`config.mk`:
```
export PLATFORM = sky130hd
export DESIGN_NAME = nibble_serial_alu_flat
export DESIGN_NICKNAME = d
export VERILOG_FILES = /design/src/rtl/nibble_serial_alu_pkg.sv /design/src/rtl/nibble_serial_alu_if.sv /design/src/rtl/nibble_serial_alu_slice.sv /design/src/rtl/nibble_serial_alu.sv /design/src/flat_wrapper.sv
export SDC_FILE = /design/constraint.sdc
export NUM_CORES = 1
export LEC_CHECK = 0
export CAP_MARGIN = 20
export CORE_AREA = 2 2 110 133
export CTS_CLUSTER_SIZE = 25
export DETAILED_ROUTE_END_ITERATION = 8
export DIE_AREA = 0 0 112 135
export DONT_BUFFER_PORTS = 1
export GPL_ROUTABILITY_DRIVEN = 0
export PLACE_DENSITY = 0.66
export SYNTH_ARGS = -nofsm -noshare
export SYNTH_HDL_FRONTEND = slang
export SYNTH_SLANG_ARGS = --single-unit
export TNS_END_PERCENT = 5
```
`constraint.sdc`:
```
create_clock -name clk -period 2.9 [get_ports clk]
set_clock_uncertainty 0.1 [all_clocks]
set_input_delay 0.29 -clock clk [delete_from_list [all_inputs] [get_ports clk]]
set_output_delay 0.29 -clock clk [all_outputs]
set_load 0.01 [all_outputs]
```
`src/rtl/nibble_serial_alu_pkg.sv`:
```
// Shared definitions for the nibble-serial ALU: op encodings and FSM state type.
package nibble_serial_alu_pkg;

   localparam logic [2:0] OP_AND = 3'b000;
   localparam logic [2:0] OP_OR  = 3'b001;
   localparam logic [2:0] OP_ADD = 3'b010;
   localparam logic [2:0] OP_SUB = 3'b110;
   localparam logic [2:0] OP_SLT = 3'b111;

   typedef enum logic [1:0] {
      IDLE = 2'd0,
      RUN  = 2'd1,
      DONE = 2'd2
   } state_t;

endpackage

```
`src/rtl/nibble_serial_alu_if.sv`:
```
// Request/result handshake bundle between a requester (master) and the ALU (slave).
interface nibble_serial_alu_if #(
   parameter int WIDTH = 32
);
   logic             in_valid;
   logic             in_ready;
   logic [WIDTH-1:0] a;
   logic [WIDTH-1:0] b;
   logic [2:0]       op;
   logic             out_valid;
   logic             out_ready;
   logic [WIDTH-1:0] result;
   logic             cout;
   logic             overflow;
   logic             zero;

   modport master (
      output in_valid, a, b, op, out_ready,
      input  in_ready, out_valid, result, cout, overflow, zero
   );

   modport slave (
      input  in_valid, a, b, op, out_ready,
      output in_ready, out_valid, result, cout, overflow, zero
   );
endinterface

```
`src/rtl/nibble_serial_alu_slice.sv`:
```
// One 4-bit ALU slice (AND/OR/ADD with optional b inversion); purely combinational.
// Overflow/set are meaningful only when this slice holds the operand MSB.
module nibble_slice (
   input  logic [3:0] a,
   input  logic [3:0] b,
   input  logic [2:0] op,
   input  logic       cin,
   output logic [3:0] result,
   output logic       cout,
   output logic       set,
   output logic       overflow
);
   logic [3:0] w_b;
   logic [4:0] w_sum;
   logic       w_cin_msb;

   always_comb begin
      w_b       = b ^ {4{op[2]}};
      w_sum     = {1'b0, a} + {1'b0, w_b} + {4'b0000, cin};
      w_cin_msb = a[3] ^ w_b[3] ^ w_sum[3];
      cout      = w_sum[4];
      overflow  = w_cin_msb ^ w_sum[4];
      set       = w_sum[3] ^ overflow;
      case (op[1:0])
         2'b00:   result = a & w_b;
         2'b01:   result = a | w_b;
         default: result = w_sum[3:0];
      endcase
   end
endmodule

```
`src/rtl/nibble_serial_alu.sv`:
```
// Serial ALU: one nibble per cycle through a shared slice, result NIB+1 cycles after accept.
// Holds result with out_valid until out_ready; in_ready low (requests dropped) while busy.
module nibble_serial_alu
   import nibble_serial_alu_pkg::*;
#(
   parameter  int WIDTH = 32,
   localparam int NIB   = WIDTH / 4
) (
   input  logic              clk,
   input  logic              rst_n,
   nibble_serial_alu_if.slave s
);
   localparam int CW = (NIB > 1) ? $clog2(NIB) : 1;

   state_t           r_state;
   logic [WIDTH-1:0] r_a;
   logic [WIDTH-1:0] r_b;
   logic [2:0]       r_op;
   logic [CW-1:0]    r_cnt;
   logic             r_carry;
   logic             r_set;
   logic             r_ovf;
   logic [WIDTH-1:0] r_result;
   logic             r_cout;
   logic             r_overflow;
   logic             r_zero;
   logic             r_in_ready;
   logic             r_out_valid;

   logic [3:0] w_nib_a;
   logic [3:0] w_nib_b;
   logic [3:0] w_slice_res;
   logic       w_slice_cout;
   logic       w_slice_set;
   logic       w_slice_ovf;

   assign w_nib_a = r_a[int'(r_cnt)*4 +: 4];
   assign w_nib_b = r_b[int'(r_cnt)*4 +: 4];

   nibble_slice u_slice (
      .a        (w_nib_a),
      .b        (w_nib_b),
      .op       (r_op),
      .cin      (r_carry),
      .result   (w_slice_res),
      .cout     (w_slice_cout),
      .set      (w_slice_set),
      .overflow (w_slice_ovf)
   );

   always_ff @(posedge clk or negedge rst_n) begin
      if (!rst_n) begin
         r_state     <= IDLE;
         r_a         <= '0;
         r_b         <= '0;
         r_op        <= OP_AND;
         r_cnt       <= '0;
         r_carry     <= 1'b0;
         r_set       <= 1'b0;
         r_ovf       <= 1'b0;
         r_result    <= '0;
         r_cout      <= 1'b0;
         r_overflow  <= 1'b0;
         r_zero      <= 1'b1;
         r_in_ready  <= 1'b1;
         r_out_valid <= 1'b0;
      end else begin
         case (r_state)
            IDLE: begin
               if (s.in_valid) begin
                  r_a        <= s.a;
                  r_b        <= s.b;
                  r_op       <= s.op;
                  r_cnt      <= '0;
                  r_carry    <= s.op[2];
                  r_in_ready <= 1'b0;
                  r_state    <= RUN;
               end
            end
            RUN: begin
               r_result[int'(r_cnt)*4 +: 4] <= w_slice_res;
               r_carry <= w_slice_cout;
               r_set   <= w_slice_set;
               r_ovf   <= w_slice_ovf;
               if (r_cnt == CW'(NIB - 1)) begin
                  r_cnt   <= '0;
                  r_state <= DONE;
               end else begin
                  r_cnt <= r_cnt + 1'b1;
               end
            end
            DONE: begin
               // First DONE cycle settles flags (and the SLT rewrite) before out_valid rises.
               if (!r_out_valid) begin
                  r_out_valid <= 1'b1;
                  case (r_op[1:0])
                     2'b11: begin
                        r_result   <= {{(WIDTH-1){1'b0}}, r_set};
                        r_cout     <= 1'b0;
                        r_overflow <= 1'b0;
                        r_zero     <= ~r_set;
                     end
                     2'b10: begin
                        r_cout     <= r_carry;
                        r_overflow <= r_ovf;
                        r_zero     <= (r_result == '0);
                     end
                     default: begin
                        r_cout     <= 1'b0;
                        r_overflow <= 1'b0;
                        r_zero     <= (r_result == '0);
                     end
                  endcase
               end else if (s.out_ready) begin
                  r_out_valid <= 1'b0;
                  r_in_ready  <= 1'b1;
                  r_state     <= IDLE;
               end
            end
            default: begin
               r_state     <= IDLE;
               r_in_ready  <= 1'b1;
               r_out_valid <= 1'b0;
            end
         endcase
      end
   end

   assign s.in_ready  = r_in_ready;
   assign s.out_valid = r_out_valid;
   assign s.result    = r_result;
   assign s.cout      = r_cout;
   assign s.overflow  = r_overflow;
   assign s.zero      = r_zero;
endmodule

```
`src/flat_wrapper.sv`:
```
// flat-port wrapper written by rule: the top's interface ports become plain ports
module nibble_serial_alu_flat import nibble_serial_alu_pkg::*;
#(
   parameter  int WIDTH = 32,
   localparam int NIB   = WIDTH / 4
)
  (clk, rst_n, s_in_valid, s_a, s_b, s_op, s_out_ready, s_in_ready, s_out_valid, s_result, s_cout, s_overflow, s_zero);
  nibble_serial_alu_if #(.WIDTH(WIDTH)) s_i ();
  input  logic clk;
  input  logic rst_n;
  input wire logic [$bits(s_i.in_valid)-1:0] s_in_valid;
  input wire logic [$bits(s_i.a)-1:0] s_a;
  input wire logic [$bits(s_i.b)-1:0] s_b;
  input wire logic [$bits(s_i.op)-1:0] s_op;
  input wire logic [$bits(s_i.out_ready)-1:0] s_out_ready;
  output wire logic [$bits(s_i.in_ready)-1:0] s_in_ready;
  output wire logic [$bits(s_i.out_valid)-1:0] s_out_valid;
  output wire logic [$bits(s_i.result)-1:0] s_result;
  output wire logic [$bits(s_i.cout)-1:0] s_cout;
  output wire logic [$bits(s_i.overflow)-1:0] s_overflow;
  output wire logic [$bits(s_i.zero)-1:0] s_zero;
  assign s_i.in_valid = s_in_valid;
  assign s_i.a = s_a;
  assign s_i.b = s_b;
  assign s_i.op = s_op;
  assign s_i.out_ready = s_out_ready;
  assign s_in_ready = s_i.in_ready;
  assign s_out_valid = s_i.out_valid;
  assign s_result = s_i.result;
  assign s_cout = s_i.cout;
  assign s_overflow = s_i.overflow;
  assign s_zero = s_i.zero;
  nibble_serial_alu #(.WIDTH(WIDTH)) u_core (.clk(clk), .rst_n(rst_n), .s(s_i));
endmodule
```
Word-level counts from Yosys, hierarchy flattened
Cells that the tools add are included.
{"block": "op_classes", "addsub": 4, "n_eq_ne": 12, "shift": 4, "muxes": 25, "bitwise_logic": 10, "reduce_logical": 12}
{"op": "2-to-1 mux 32 bit", "n": 2}
{"op": "one-hot mux 32 bit (2 select lines)", "n": 1}
{"op": "indexed part select 32 x 6 -> 4 bit", "n": 2}
{"op": "negation 5 -> 33 bit", "n": 1}
{"op": "variable shift 4 x 33 -> 32 bit (first input constant)", "n": 1}
{"op": "indexed part select 4 x 33 -> 32 bit", "n": 1}
{"op": "bitwise mux 32 bit", "n": 1}
{"op": "zero test 32 bit", "n": 1}
{"op": "2-to-1 mux 1 bit", "n": 9}
{"op": "2-to-1 mux 2 bit", "n": 4}
{"op": "inequality test 2 bit (second input constant)", "n": 4}
{"op": "one-hot mux 4 bit (2 select lines)", "n": 1}
{"op": "AND reduction 4 bit", "n": 2}
{"op": "equality test 2 bit (second input constant)", "n": 3}
{"op": "2-to-1 mux 3 bit", "n": 2}
{"op": "one-hot mux 2 bit (3 select lines)", "n": 1}
{"op": "one-hot mux 3 bit (2 select lines)", "n": 1}
{"op": "AND reduction 2 bit", "n": 3}
{"op": "adder 4 x 4 -> 5 bit", "n": 1}
{"op": "adder 5 x 1 -> 5 bit", "n": 1}
{"op": "AND 4 bit", "n": 1}
{"op": "equality test 2 x 1 -> 1 bit (second input constant)", "n": 2}
{"op": "zero test 2 bit", "n": 2}
{"op": "inequality test 2 x 1 -> 1 bit (second input constant)", "n": 2}
{"op": "11 further kinds", "n": 18}
{"block": "totals", "regBits": 112, "out_inout_bits": 37, "elab_cells": 81}

Logic depth before layout (Yosys ltp)
Gate-level depths: netlist of run 1.
{"block": "depth", "ltp_word": 8, "mapped_depth": 12, "ltp_nobuf": 11}

Hierarchy
From an unflattened synthesis of run 1, not the netlist that was laid out.
{"block": "unflattened", "hier_cells": 432, "hier_area_um2": 5466.5}
{"mod": "nibble_serial_alu", "n_inst": 1, "cells_per_inst": 382, "area_each_um2": 5084.9, "seq_area_each_um2": 2805.2}
{"mod": "nibble_slice", "n_inst": 1, "cells_per_inst": 50, "area_each_um2": 381.6, "seq_area_each_um2": 0.0}

Worst setup path before layout of run 1
Ideal clock, no wire load.
{"block": "synth_path", "kind": "flip-flop to flip-flop", "start": "register u_core.r_cnt[0]", "end": "register u_core.r_result[1] (netlist: u_core.s.result[1])", "setup_time_ps": 121, "arrival_time_ps": 2691, "required_time_ps": 2679, "path_slack_ps": -12, "path_stages_with_launch": 12, "period_less_slack_ps": 2912, "cell_sequence": "dfrtp_1 > buf_6 > mux4_1 > mux2i_1 > xnor2_1 > inv_1 > fa_1 > inv_1 > fa_1 > nand2_1 > o21ai_0 > a22o_1"}
{"block": "synth_via", "elab_chain_cells": 8, "elab_cells_between_ends": 13, "cone_classes": "add/sub: 3; shift: 4; mux: 3; bitwise: 3"}
{"element": "from (decl)", "line_no": "nibble_serial_alu.sv:19", "rtl": "logic [CW-1:0] r_cnt;"}
{"element": "from (signal assigned)", "line_no": "nibble_serial_alu.sv:89", "rtl": "r_cnt <= r_cnt + 1'b1;"}
{"element": "indexed part select 32 x 6 -> 4 bit", "line_no": "nibble_serial_alu.sv:38", "rtl": "assign w_nib_b = r_b[int'(r_cnt)*4 +: 4];"}
{"element": "XOR 4 bit", "line_no": "nibble_serial_alu_slice.sv:18", "rtl": "w_b = b ^ {4{op[2]}};"}
{"element": "adder 4 x 4 -> 5 bit", "line_no": "nibble_serial_alu_slice.sv:19", "rtl": "w_sum = {1'b0, a} + {1'b0, w_b} + {4'b0000, cin};"}
{"element": "adder 5 x 1 -> 5 bit", "line_no": "nibble_serial_alu_slice.sv:19"}
{"element": "one-hot mux 4 bit (2 select lines)", "line_no": "nibble_serial_alu_slice.sv:24", "rtl": "case (op[1:0])"}
{"element": "indexed part select 4 x 33 -> 32 bit", "line_no": "nibble_serial_alu.sv:81", "rtl": "r_result[int'(r_cnt)*4 +: 4] <= w_slice_res;"}
{"element": "bitwise mux 32 bit *", "line_no": "nibble_serial_alu.sv:81"}
{"element": "one-hot mux 32 bit (2 select lines) *", "line_no": "nibble_serial_alu.sv:68", "rtl": "case (r_state)"}
{"element": "to (signal, indexed assignment)", "line_no": "nibble_serial_alu.sv:81"}
{"element": "to (signal assigned)", "line_no": "nibble_serial_alu.sv:98", "rtl": "r_result <= {{(WIDTH-1){1'b0}}, r_set};"}
{"element": "to (decl)", "line_no": "nibble_serial_alu.sv:23", "rtl": "logic [WIDTH-1:0] r_result;"}
Every way passes the cells marked *; elsewhere a longest branch is shown, timed or not.
A chain may end at the register's enable or synchronous reset.

Worst setup path in the final report of run 1
{"block": "layout_path", "start": "register u_core.r_cnt[0]", "end": "register u_core.r_result[3] (netlist: u_core.s.result[3])"}
Same word-level chain as after synthesis.

==> run_results.csv, run 1 <==
group,metric,value,unit
logic_synthesis,synth-warning-count,0,
sta,timing.final.ws_setup,-0.01093,ns
power,pwr_density_cell,1341,nW/um^2
logic_synthesis,synth.distinct_cells,49,
floorplanning,num_rows,47,
power,combPwrFrac,0.529,
logic_synthesis,syn_area,5424,sq um
sta,tightest_slew,0.6698,ns
critical_path,critPathMaxFanout,6,
sta,slew_violations,0,
finish,nets,723,
placed_design,dpl.cell_count,728,
sta,fmax,0.3435,GHz
sta,hold_ws,-0.4802,ns
finish,diodes,0,
power,peakVddDrop,0.6642,mV
finish,drive_gt1_frac,0.1340,
logic_synthesis,syn_inst,558,
floorplanning,die_height,135,um
finish,fin_cells,813,
clocking,path_clk_slew,0.07,ns
global_route,grt_pass1_wl,22.67,mm
power,switching_share,0.4103,
global_route,grt_max_degree,113,
outcome,status,"finished with violations",
clocking,htreeDepth,3,
drt,viasPerCell,5.260,
power,internal-power,5.375,mW
power,power.leakage,3.228,nW
clocking,root_buffer,"clkbuf_16",
power,pwr-share-clk,0.141,
sta,tns,-0.01807,ns
critical_path,cp_cell_sequence,"buf_6 > mux4_2 > mux2i_4 > xnor2_2 > inv_1 > ha_1 > nand3b_1 > a21oi_1 > a31o_2 > a221o_1",
drt,drtIter0Drc,244,
logic_synthesis,async_flop_share,1.000,
floorplanning,die_area,15120,sq um
floorplanning,ios,108,
power,power_switching,3.739,mW
critical_path,r2r_slack,-0.01,ns
drt,drc,0,
finish,final_common_cell,"nand2_1",
logic_synthesis,seq_area_frac_synth,0.5172,
drt,dr.pass1.iters,4,
floorplanning,die_w,112,um
sta,grt_setup_unrepaired,"true",
critical_path,crit_path_end_kind,"register",
sta,hold_viol,112,
placed_design,io_buffers,0,
drt,num_vias,4276,
critical_path,critical_path_required,3.04,ns
logic_synthesis,ys_ff_latch,112,
sta,final-setup-viol-count,3,
sta,timing.slew.headroom,0.5535,
finish,mostFrequentLayoutCells,"nand2_1 (223), dfrtp_1 (109), dlygate4sd3_1 (67)",
sta,finalCritPeriodShare,1.004,
critical_path,crit_slowest_cell,"mux4_2",
logic_synthesis,syn-num-nets,643,
drt,ant_nets,0,
global_route,grt_pass1_vias,4451,
clocking,clock-sinks,112,
global_route,antenna_found_initial,0,
drt,avgRoutedWirePerCell,17.04,um
worst_hold_path,hold_class,"input pin to asynchronous set/reset pin",
outcome,violations,"negative hold slack, negative setup slack",
critical_path,cp-start-kind,"register",
run,drv_cap,0,
critical_path,crit_arrival,3.05,ns
floorplanning,core,13760,sq um
floorplanning,start_util,0.3942,
drt,drt_wl_total,13.85,mm
clocking,cts_tree,"done",
finish,syn_to_final_growth,25.33,%
clocking,hold_buffers,67,
sta,finalCriticalPeriod,2.911,ns
logic_synthesis,synth_edf_count,0,
critical_path,path_class,"register to register",
clocking,cts_inserted_buffers,9,
clocking,clk_path_buf_depth,2,
logic_synthesis,avgSynthCellArea,9.720,sq um
clocking,worstSkewPairLatency,0.35,ns
power,sequentialPowerShare,0.330,
global_route,grt_overflow,0,
placed_design,hpwl,9.239,mm
power,fin_total_pwr,9.114,mW
logic_synthesis,synth_top_flop_cell,"dfrtp_1",
placed_design,dpl_worst_slack,-0.1470,ns
global_route,grt_usage,0.1902,
critical_path,cpPeakStageDelay,0.55,ns
-- area by class of cell --
cell class              instances  area, sq um
well taps                     171        214.0
multi-input cells             399         2496
inverters                      20        75.07
fillers                      1240         6963
repair buffers                 96        899.6
clock buffers                  11        252.7
clock inverters                 4        53.80
flip-flops and latches        112         2806
-- logic make-up after synthesis --
group	Yosys count	share of synthesized area
adder cells (fa/ha/maj)	14	0.03506
XOR/XNOR	6	0.009689
flip-flops	112	0.5172
AO/OA/AOI/OAI	65	0.08443
buffers and inverters	47	0.03852
multiplexers	23	0.08489
AND/OR/NAND/NOR	291	0.2302
-- per-stage QoR --
stage                     utilization  hold slack (ns)  instance area [sq um]
after global placement         0.4146          -0.1027                   5705
after detailed placement       0.4146          -0.1034                   5705
final                          0.4940          -0.4802                   6798
after CTS                      0.4897          -0.4909                   6739
after global routing           0.4940          -0.4934                   6798
after floorplan                     -          -0.1056                   5424
-- worst max-delay path: cells and delay by family (launching register included) --
| kind | cells | cell delay (ns) |
|---|---|---|
| simple gates | 1 | 0.16 |
| fa+ha+maj | 1 | 0.32 |
| buf+inv | 2 | 0.24 |
| flops | 1 | 0.43 |
| xor+xnor | 1 | 0.16 |
| compound gates | 3 | 0.64 |
| mux | 2 | 0.73 |
-- metal layers --
metal,part of all wire,GRT usage,vias up
met3,0.057,0.04219,12
met2,0.52,0.3370,131
li1,-,-,2039
met4,0.012,0.05759,0
met5,0,0,-
met1,0.41,0.2333,2094
-- flip-flops by register name, indices dropped and copies added (netlist names), 2 cells and up --
register / flops
u_core.r_a: 32
u_core.r_b: 32
u_core.s.result: 32
u_core.r_cnt: 3
u_core.r_op: 3
u_core.r_state: 2
-- power groups by stage --
| stage | registers (mW) | clock network (mW) | logic (mW) |
|---|---|---|---|
| 6_report | 3.01 | 1.28 | 4.82 |
| 5_1_grt | 3.12 | 1.37 | 5.34 |
| 4_1_cts | 3.00 | 1.31 | 4.56 |
| 3_5_place_dp | 3.01 | 0 | 4.16 |
| 3_3_place_gp | 2.97 | 0 | 4.04 |
| 2_1_floorplan | 2.71 | 0 | 3.04 |
-- what timing repair did --
| item | CTS | global route |
|---|---|---|
| endpoints found under the setup margin | 27 | 27 |
| endpoints found under the hold margin | 179 | 112 |
| pin swaps | 5 | 6 |
| buffers inserted | 2 | 1 |
| resized for setup | 21 | 13 |
-- cell usage after synthesis, drive strengths merged (3+ instances only) --
library cell,count,area [sq um]
nand2,224,840.8
dfrtp,110,2753
nand3,23,115.1
o21ai,21,105.1
inv,20,75.07
mux4,16,390.4
buf,14,85.07
o2bb2ai,14,122.6
clkbuf,13,48.80
ha,12,150.1
a21oi,9,45.04
nor2,9,33.78
nor4,9,56.30
mux2i,7,70.07
and2,5,31.28
xnor2,5,43.79
a22o,4,35.03
and3,4,25.02
nor2b,4,25.02
a31o,3,26.28
nand3b,3,22.52
o31ai,3,22.52
-- worst paths after layout --
kind,start,to,cells past startpoint
min in group clk,s_op[2],u_core.r_op[2],2
setup / recovery,u_core.r_cnt[0],u_core.s.result[3],10
setup reg to reg,u_core.r_cnt[0],u_core.s.result[3],10
hold reg to reg,u_core.r_b[10],u_core.r_b[10],2
max in group asynchronous,rst_n,u_core.s.in_ready,0
hold / removal,rst_n,u_core.s.result[20],0
(Power assumes the default switching activity.)
==> inputs of run 2 (changes only) <==
--- a/config.mk
+++ b/config.mk
@@ -6,13 +6,13 @@
 export NUM_CORES = 1
 export LEC_CHECK = 0
 export CAP_MARGIN = 20
-export CORE_AREA = 2 2 110 133
+export CORE_AREA = 2 2 104 126
 export CTS_CLUSTER_SIZE = 25
 export DETAILED_ROUTE_END_ITERATION = 8
-export DIE_AREA = 0 0 112 135
+export DIE_AREA = 0 0 106 128
 export DONT_BUFFER_PORTS = 1
 export GPL_ROUTABILITY_DRIVEN = 0
-export PLACE_DENSITY = 0.66
+export PLACE_DENSITY = 0.72
 export SYNTH_ARGS = -nofsm -noshare
 export SYNTH_HDL_FRONTEND = slang
 export SYNTH_SLANG_ARGS = --single-unit
==> run_results.csv, run 2 (same netlist as run 1, synthesis figures left out) <==
group,metric,value,unit
finish,nFillCells,1057,
global_route,antenna_found_initial,0,
drt,drt_wl_total,13.61,mm
clocking,cts_inserted_buffers,9,
placed_design,hpwl,9.090,mm
global_route,grt_pass1_wl,22.42,mm
finish,diodes,0,
clocking,worstSkewPairLatency,0.36,ns
run,drv_cap,0,
clocking,root_buffer,"clkbuf_16",
placed_design,io_buffers,0,
drt,drtIter0Drc,302,
outcome,status,"finished with violations",
power,pwr_density_cell,1351,nW/um^2
clocking,clk_path_buf_depth,2,
sta,grt_setup_unrepaired,"true",
sta,finalCritPeriodShare,1.001,
outcome,violations,"negative hold slack, negative setup slack",
sta,tightest_slew,0.5448,ns
sta,hold_viol,112,
power,peakVddDrop,0.6938,mV
sta,fmax,0.3443,GHz
global_route,grt_usage,0.2095,
drt,viasPerCell,5.392,
power,power.leakage,3.241,nW
critical_path,critPathMaxFanout,6,
placed_design,place_area,5724,sq um
critical_path,path_class,"register to register",
sta,finalCriticalPeriod,2.904,ns
clocking,cts_tree,"done",
floorplanning,ios,108,
sta,timing.slew.headroom,0.6368,
drt,avgRoutedWirePerCell,16.84,um
sta,timing.final.ws_setup,-0.004110,ns
floorplanning,start_util,0.4359,
drt,dr.pass1.iters,5,
floorplanning,die_w,106,um
global_route,grt_overflow,0,
finish,fin_util,0.5455,
global_route,grt_max_degree,113,
drt,drc,0,
floorplanning,die_height,128,um
finish,fin_cells,808,
floorplanning,die_area,13570,sq um
sta,hold_ws,-0.4815,ns
drt,ant_nets,0,
placed_design,dpl_worst_slack,-0.2058,ns
critical_path,cp-start-kind,"register",
worst_hold_path,hold_class,"input pin to asynchronous set/reset pin",
clocking,clock-sinks,112,
finish,final_common_cell,"nand2_1",
critical_path,crit_path_end_kind,"register",
critical_path,critical_path_required,3.04,ns
placed_design,dpl.cell_count,723,
finish,mostFrequentLayoutCells,"nand2_1 (223), dfrtp_1 (109), dlygate4sd3_1 (66)",
drt,num_vias,4357,
floorplanning,core,12440,sq um
critical_path,crit_arrival,3.05,ns
clocking,path_clk_slew,0.08,ns
global_route,grt_pass1_vias,4490,
finish,drive_gt1_frac,0.1429,
floorplanning,num_rows,45,
finish,syn_to_final_growth,25.14,%
clocking,hold_buffers,66,
sta,final-setup-viol-count,1,
clocking,htreeDepth,3,
finish,nets,724,
finish,design_area,6788,sq um
sta,slew_violations,0,
run 2: cell count changes in the layout (fill, tap and decap cells not counted), moves of 2 or more:
cell      delta
clkbuf_8     -2
inv_6        +2
mux2i_4      -2
mux2i_2      +2
run 2: repair_timing:
| action | 4_1_cts | 5_1_grt |
|---|---|---|
| resized for setup | 20 | 15 |
| pin swaps | 6 | 8 |
| endpoints found under the hold margin | 178 | 112 |
| endpoints found under the setup margin | 27 | 27 |
| setup buffers | 2 | 1 |
run 2: final timing paths:
kind	slack [ns]	end	from	cells after the start
worst min register to register	0.37	u_core.r_a[18]	u_core.r_a[18]	2
max in group asynchronous	2.99	u_core.s.in_ready	rst_n	0
worst max register to register	-0.004	u_core.s.result[3]	u_core.r_cnt[0]	10
worst min-delay path	-0.48	u_core.s.result[18]	rst_n	0
min in group clk	0.03	u_core.r_state[0]	s_in_valid	2
worst max-delay path	-0.004	u_core.s.result[3]	u_core.r_cnt[0]	10
run 2: per-layer routing:
| metal | GRT usage | vias to the layer above | part of all wire |
|---|---|---|---|
| met1 | 0.2593 | 2143 | 0.41 |
| met4 | 0.07740 | 0 | 0.022 |
| met2 | 0.3636 | 148 | 0.52 |
| met3 | 0.04270 | 20 | 0.053 |
| met5 | 0 | - | 0 |
| li1 | - | 2046 | - |
run 2: area by class of cell:
| type | count | area [sq um] | area share |
|---|---|---|---|
| clock buffer | 10 | 229.0 | 0.03373 |
| clock inverter | 6 | 75.07 | 0.01106 |
| inverter | 20 | 75.07 | 0.01106 |
| multi-input combinational | 399 | 2472 | 0.3642 |
| sequential | 112 | 2806 | 0.4135 |
| tap | 164 | 205.2 | 0.03023 |
| timing repair buffer | 97 | 924.6 | 0.1362 |
run 2: stage by stage:
step | setup TNS [ns] | power (mW)
6_report | -0.004110 | 9.173
5_1_grt | -1.643 | 9.850
4_1_cts | -0.2953 | 8.845
3_5_place_dp | -3.695 | 7.231
3_3_place_gp | -1.217 | 7.038
2_1_floorplan | 0 | 5.751
run 2: critical path, cell delays in order, from the launching register on:
cell,delay (ns)
dfrtp_2,0.44
buf_8,0.15
mux4_2,0.49
mux2i_1,0.18
xnor2_1,0.21
inv_1,0.12
ha_4,0.28
nand3b_1,0.15
buf_4,0.19
a31o_2,0.19
a221o_1,0.30
run 2: report_power, final:
group	internal [mW]	total (mW)	switching, mW
Sequential	2.28	3.00	0.722
Clock	0.685	1.28	0.593
Combinational	2.40	4.89	2.49
Total	5.37	9.17	3.80
==> inputs of run 3 (changes only) <==
--- a/config.mk
+++ b/config.mk
@@ -6,10 +6,10 @@
 export NUM_CORES = 1
 export LEC_CHECK = 0
 export CAP_MARGIN = 20
-export CORE_AREA = 2 2 104 126
+export CORE_AREA = 2 2 86 151
 export CTS_CLUSTER_SIZE = 25
 export DETAILED_ROUTE_END_ITERATION = 8
-export DIE_AREA = 0 0 106 128
+export DIE_AREA = 0 0 88 153
 export DONT_BUFFER_PORTS = 1
 export GPL_ROUTABILITY_DRIVEN = 0
 export PLACE_DENSITY = 0.72
==> run_results.csv, run 3 (same netlist as run 1, synthesis figures left out) <==
group,metric,value,unit
power,power.leakage,3.206,nW
finish,final_common_cell,"nand2_1",
floorplanning,core,12230,sq um
floorplanning,start_util,0.4435,
sta,hold_viol,112,
placed_design,io_buffers,0,
critical_path,cpPeakStageDelay,0.58,ns
outcome,violations,"negative hold slack, negative setup slack",
clocking,clock-sinks,112,
floorplanning,num_rows,54,
sta,finalCritPeriodShare,1.033,
finish,fin_util,0.5488,
critical_path,crit_arrival,3.12,ns
clocking,clk_path_buf_depth,2,
critical_path,critPathMaxFanout,7,
power,peakVddDrop,0.6490,mV
global_route,grt_pass1_vias,4560,
clocking,htreeDepth,3,
finish,diodes,0,
floorplanning,ios,108,
sta,hold_ws,-0.4686,ns
floorplanning,die_w,88,um
sta,timing.slew.headroom,0.5663,
sta,tightest_slew,0.6505,ns
clocking,cts_inserted_buffers,9,
drt,ant_nets,0,
finish,nets,716,
drt,num_vias,4343,
drt,viasPerCell,5.402,
sta,fmax,0.3339,GHz
clocking,cts_tree,"done",
critical_path,crit_top_cell,"buf_4",
critical_path,crit_slowest_cell,"mux4_1",
run,drv_cap,0,
critical_path,crit_path_end_kind,"register",
clocking,root_buffer,"clkbuf_16",
global_route,antenna_found_initial,0,
sta,grt_setup_unrepaired,"true",
floorplanning,die_area,13460,sq um
sta,slew_violations,0,
drt,drtIter0Drc,192,
finish,syn_to_final_growth,23.74,%
sta,final-setup-viol-count,16,
sta,timing.final.ws_setup,-0.09452,ns
critical_path,path_class,"register to register",
critical_path,cp-start-kind,"register",
global_route,grt_max_degree,113,
finish,drive_gt1_frac,0.1211,
power,fin_total_pwr,8.957,mW
drt,dr.pass1.iters,4,
placed_design,hpwl,9.500,mm
clocking,path_clk_slew,0.07,ns
power,pwr_density_cell,1335,nW/um^2
global_route,grt_pass1_wl,22.54,mm
global_route,grt_overflow,0,
critical_path,cp_cell_sequence,"buf_6 > mux4_1 > mux2i_1 > xnor2_1 > inv_1 > ha_1 > nand3b_1 > buf_4 > a311oi_2 > buf_4 > o21ai_0",
critical_path,critical_path_required,3.02,ns
outcome,status,"finished with violations",
sta,finalCriticalPeriod,2.995,ns
critical_path,reg2reg_depth,11,
critical_path,cp.depth,11,
critical_path,cp_top_family,"multiplexers",
clocking,worstSkewPairLatency,0.35,ns
floorplanning,die_height,153,um
drt,drc,0,
drt,drt_wl_total,13.95,mm
critical_path,cp_num_buf_inv,4,
drt,avgRoutedWirePerCell,17.35,um
finish,mostFrequentLayoutCells,"nand2_1 (223), dfrtp_1 (109), dlygate4sd3_1 (66)",
worst_hold_path,hold_class,"input pin to asynchronous set/reset pin",
clocking,hold_buffers,66,
global_route,grt_usage,0.2168,
## run 3: cell types whose count changed in the layout (fill, tap and decap cells not counted), sizes merged
cell	change
buf	-8
bufinv	-1
clkbuf	+2
clkinv	+1
clkinvlp	-1
inv	-1
## run 3: worst reg2reg max path: stages, from the launching register on
cell and delay (ns):
dfrtp_2 0.43, buf_6 0.16, mux4_1 0.58, mux2i_1 0.21
xnor2_1 0.18, inv_1 0.08, ha_1 0.31, nand3b_1 0.16
buf_4 0.18, a311oi_2 0.18, buf_4 0.19, o21ai_0 0.11
## run 3: path summary, 6_finish.rpt
check | from | endpoint | slack [ns]
min in group clk | s_a[1] | u_core.r_a[1] | 0.02
worst min-delay path | rst_n | u_core.s.result[14] | -0.47
max in group asynchronous | rst_n | u_core.s.in_ready | 2.93
worst min register to register | u_core.r_b[25] | u_core.r_b[25] | 0.37
worst max register to register | u_core.r_cnt[0] | u_core.s.result[11] | -0.09
worst max-delay path | u_core.r_cnt[0] | u_core.s.result[11] | -0.09
## run 3: timing repair
item,in CTS,in global routing
setup endpoints to repair,27,28
gates resized for setup,19,7
setup buffers,1,0
hold endpoints to repair,178,112
pin swaps,5,2
## run 3: report_power, final
part	internal (mW)	switching, mW	leakage [nW]
sequential	2.28	0.710	1.40
combinational	2.24	2.50	1.66
clock	0.663	0.562	0.150
## run 3: through the flow
| step | instances | area (sq um) | hold WS, ns | setup slack, ns | TNS [ns] |
|---|---|---|---|---|---|
| after floorplan | 558 | 5424 | -0.1056 | 0.009834 | 0 |
| after global placement | 721 | 5684 | -0.1016 | -0.1507 | -1.696 |
| after detailed placement | 721 | 5684 | -0.1017 | -0.2493 | -4.015 |
| after CTS | 804 | 6689 | -0.4779 | -0.03962 | -0.3200 |
| after global routing | 804 | 6711 | -0.4914 | -0.2101 | -4.161 |
| final | 804 | 6711 | -0.4686 | -0.09452 | -0.7443 |
## run 3: per-layer routing
metal	up-vias	track usage	share of wire
met5	-	0	0
met4	0	0.09890	0.038
met3	39	0.04212	0.045
met2	151	0.3889	0.55
met1	2130	0.2390	0.36
li1	2023	-	-
## run 3: cell type report
cell class / instances / area, sq um
Tap cell: 168 / 210.2
Inverter: 20 / 75.07
Sequential cell: 112 / 2806
Fill cell: 1042 / 5518
Multi-Input combinational cell: 399 / 2469
Clock buffer: 12 / 266.5
Clock inverter: 4 / 35.03
Timing Repair Buffer: 89 / 849.6
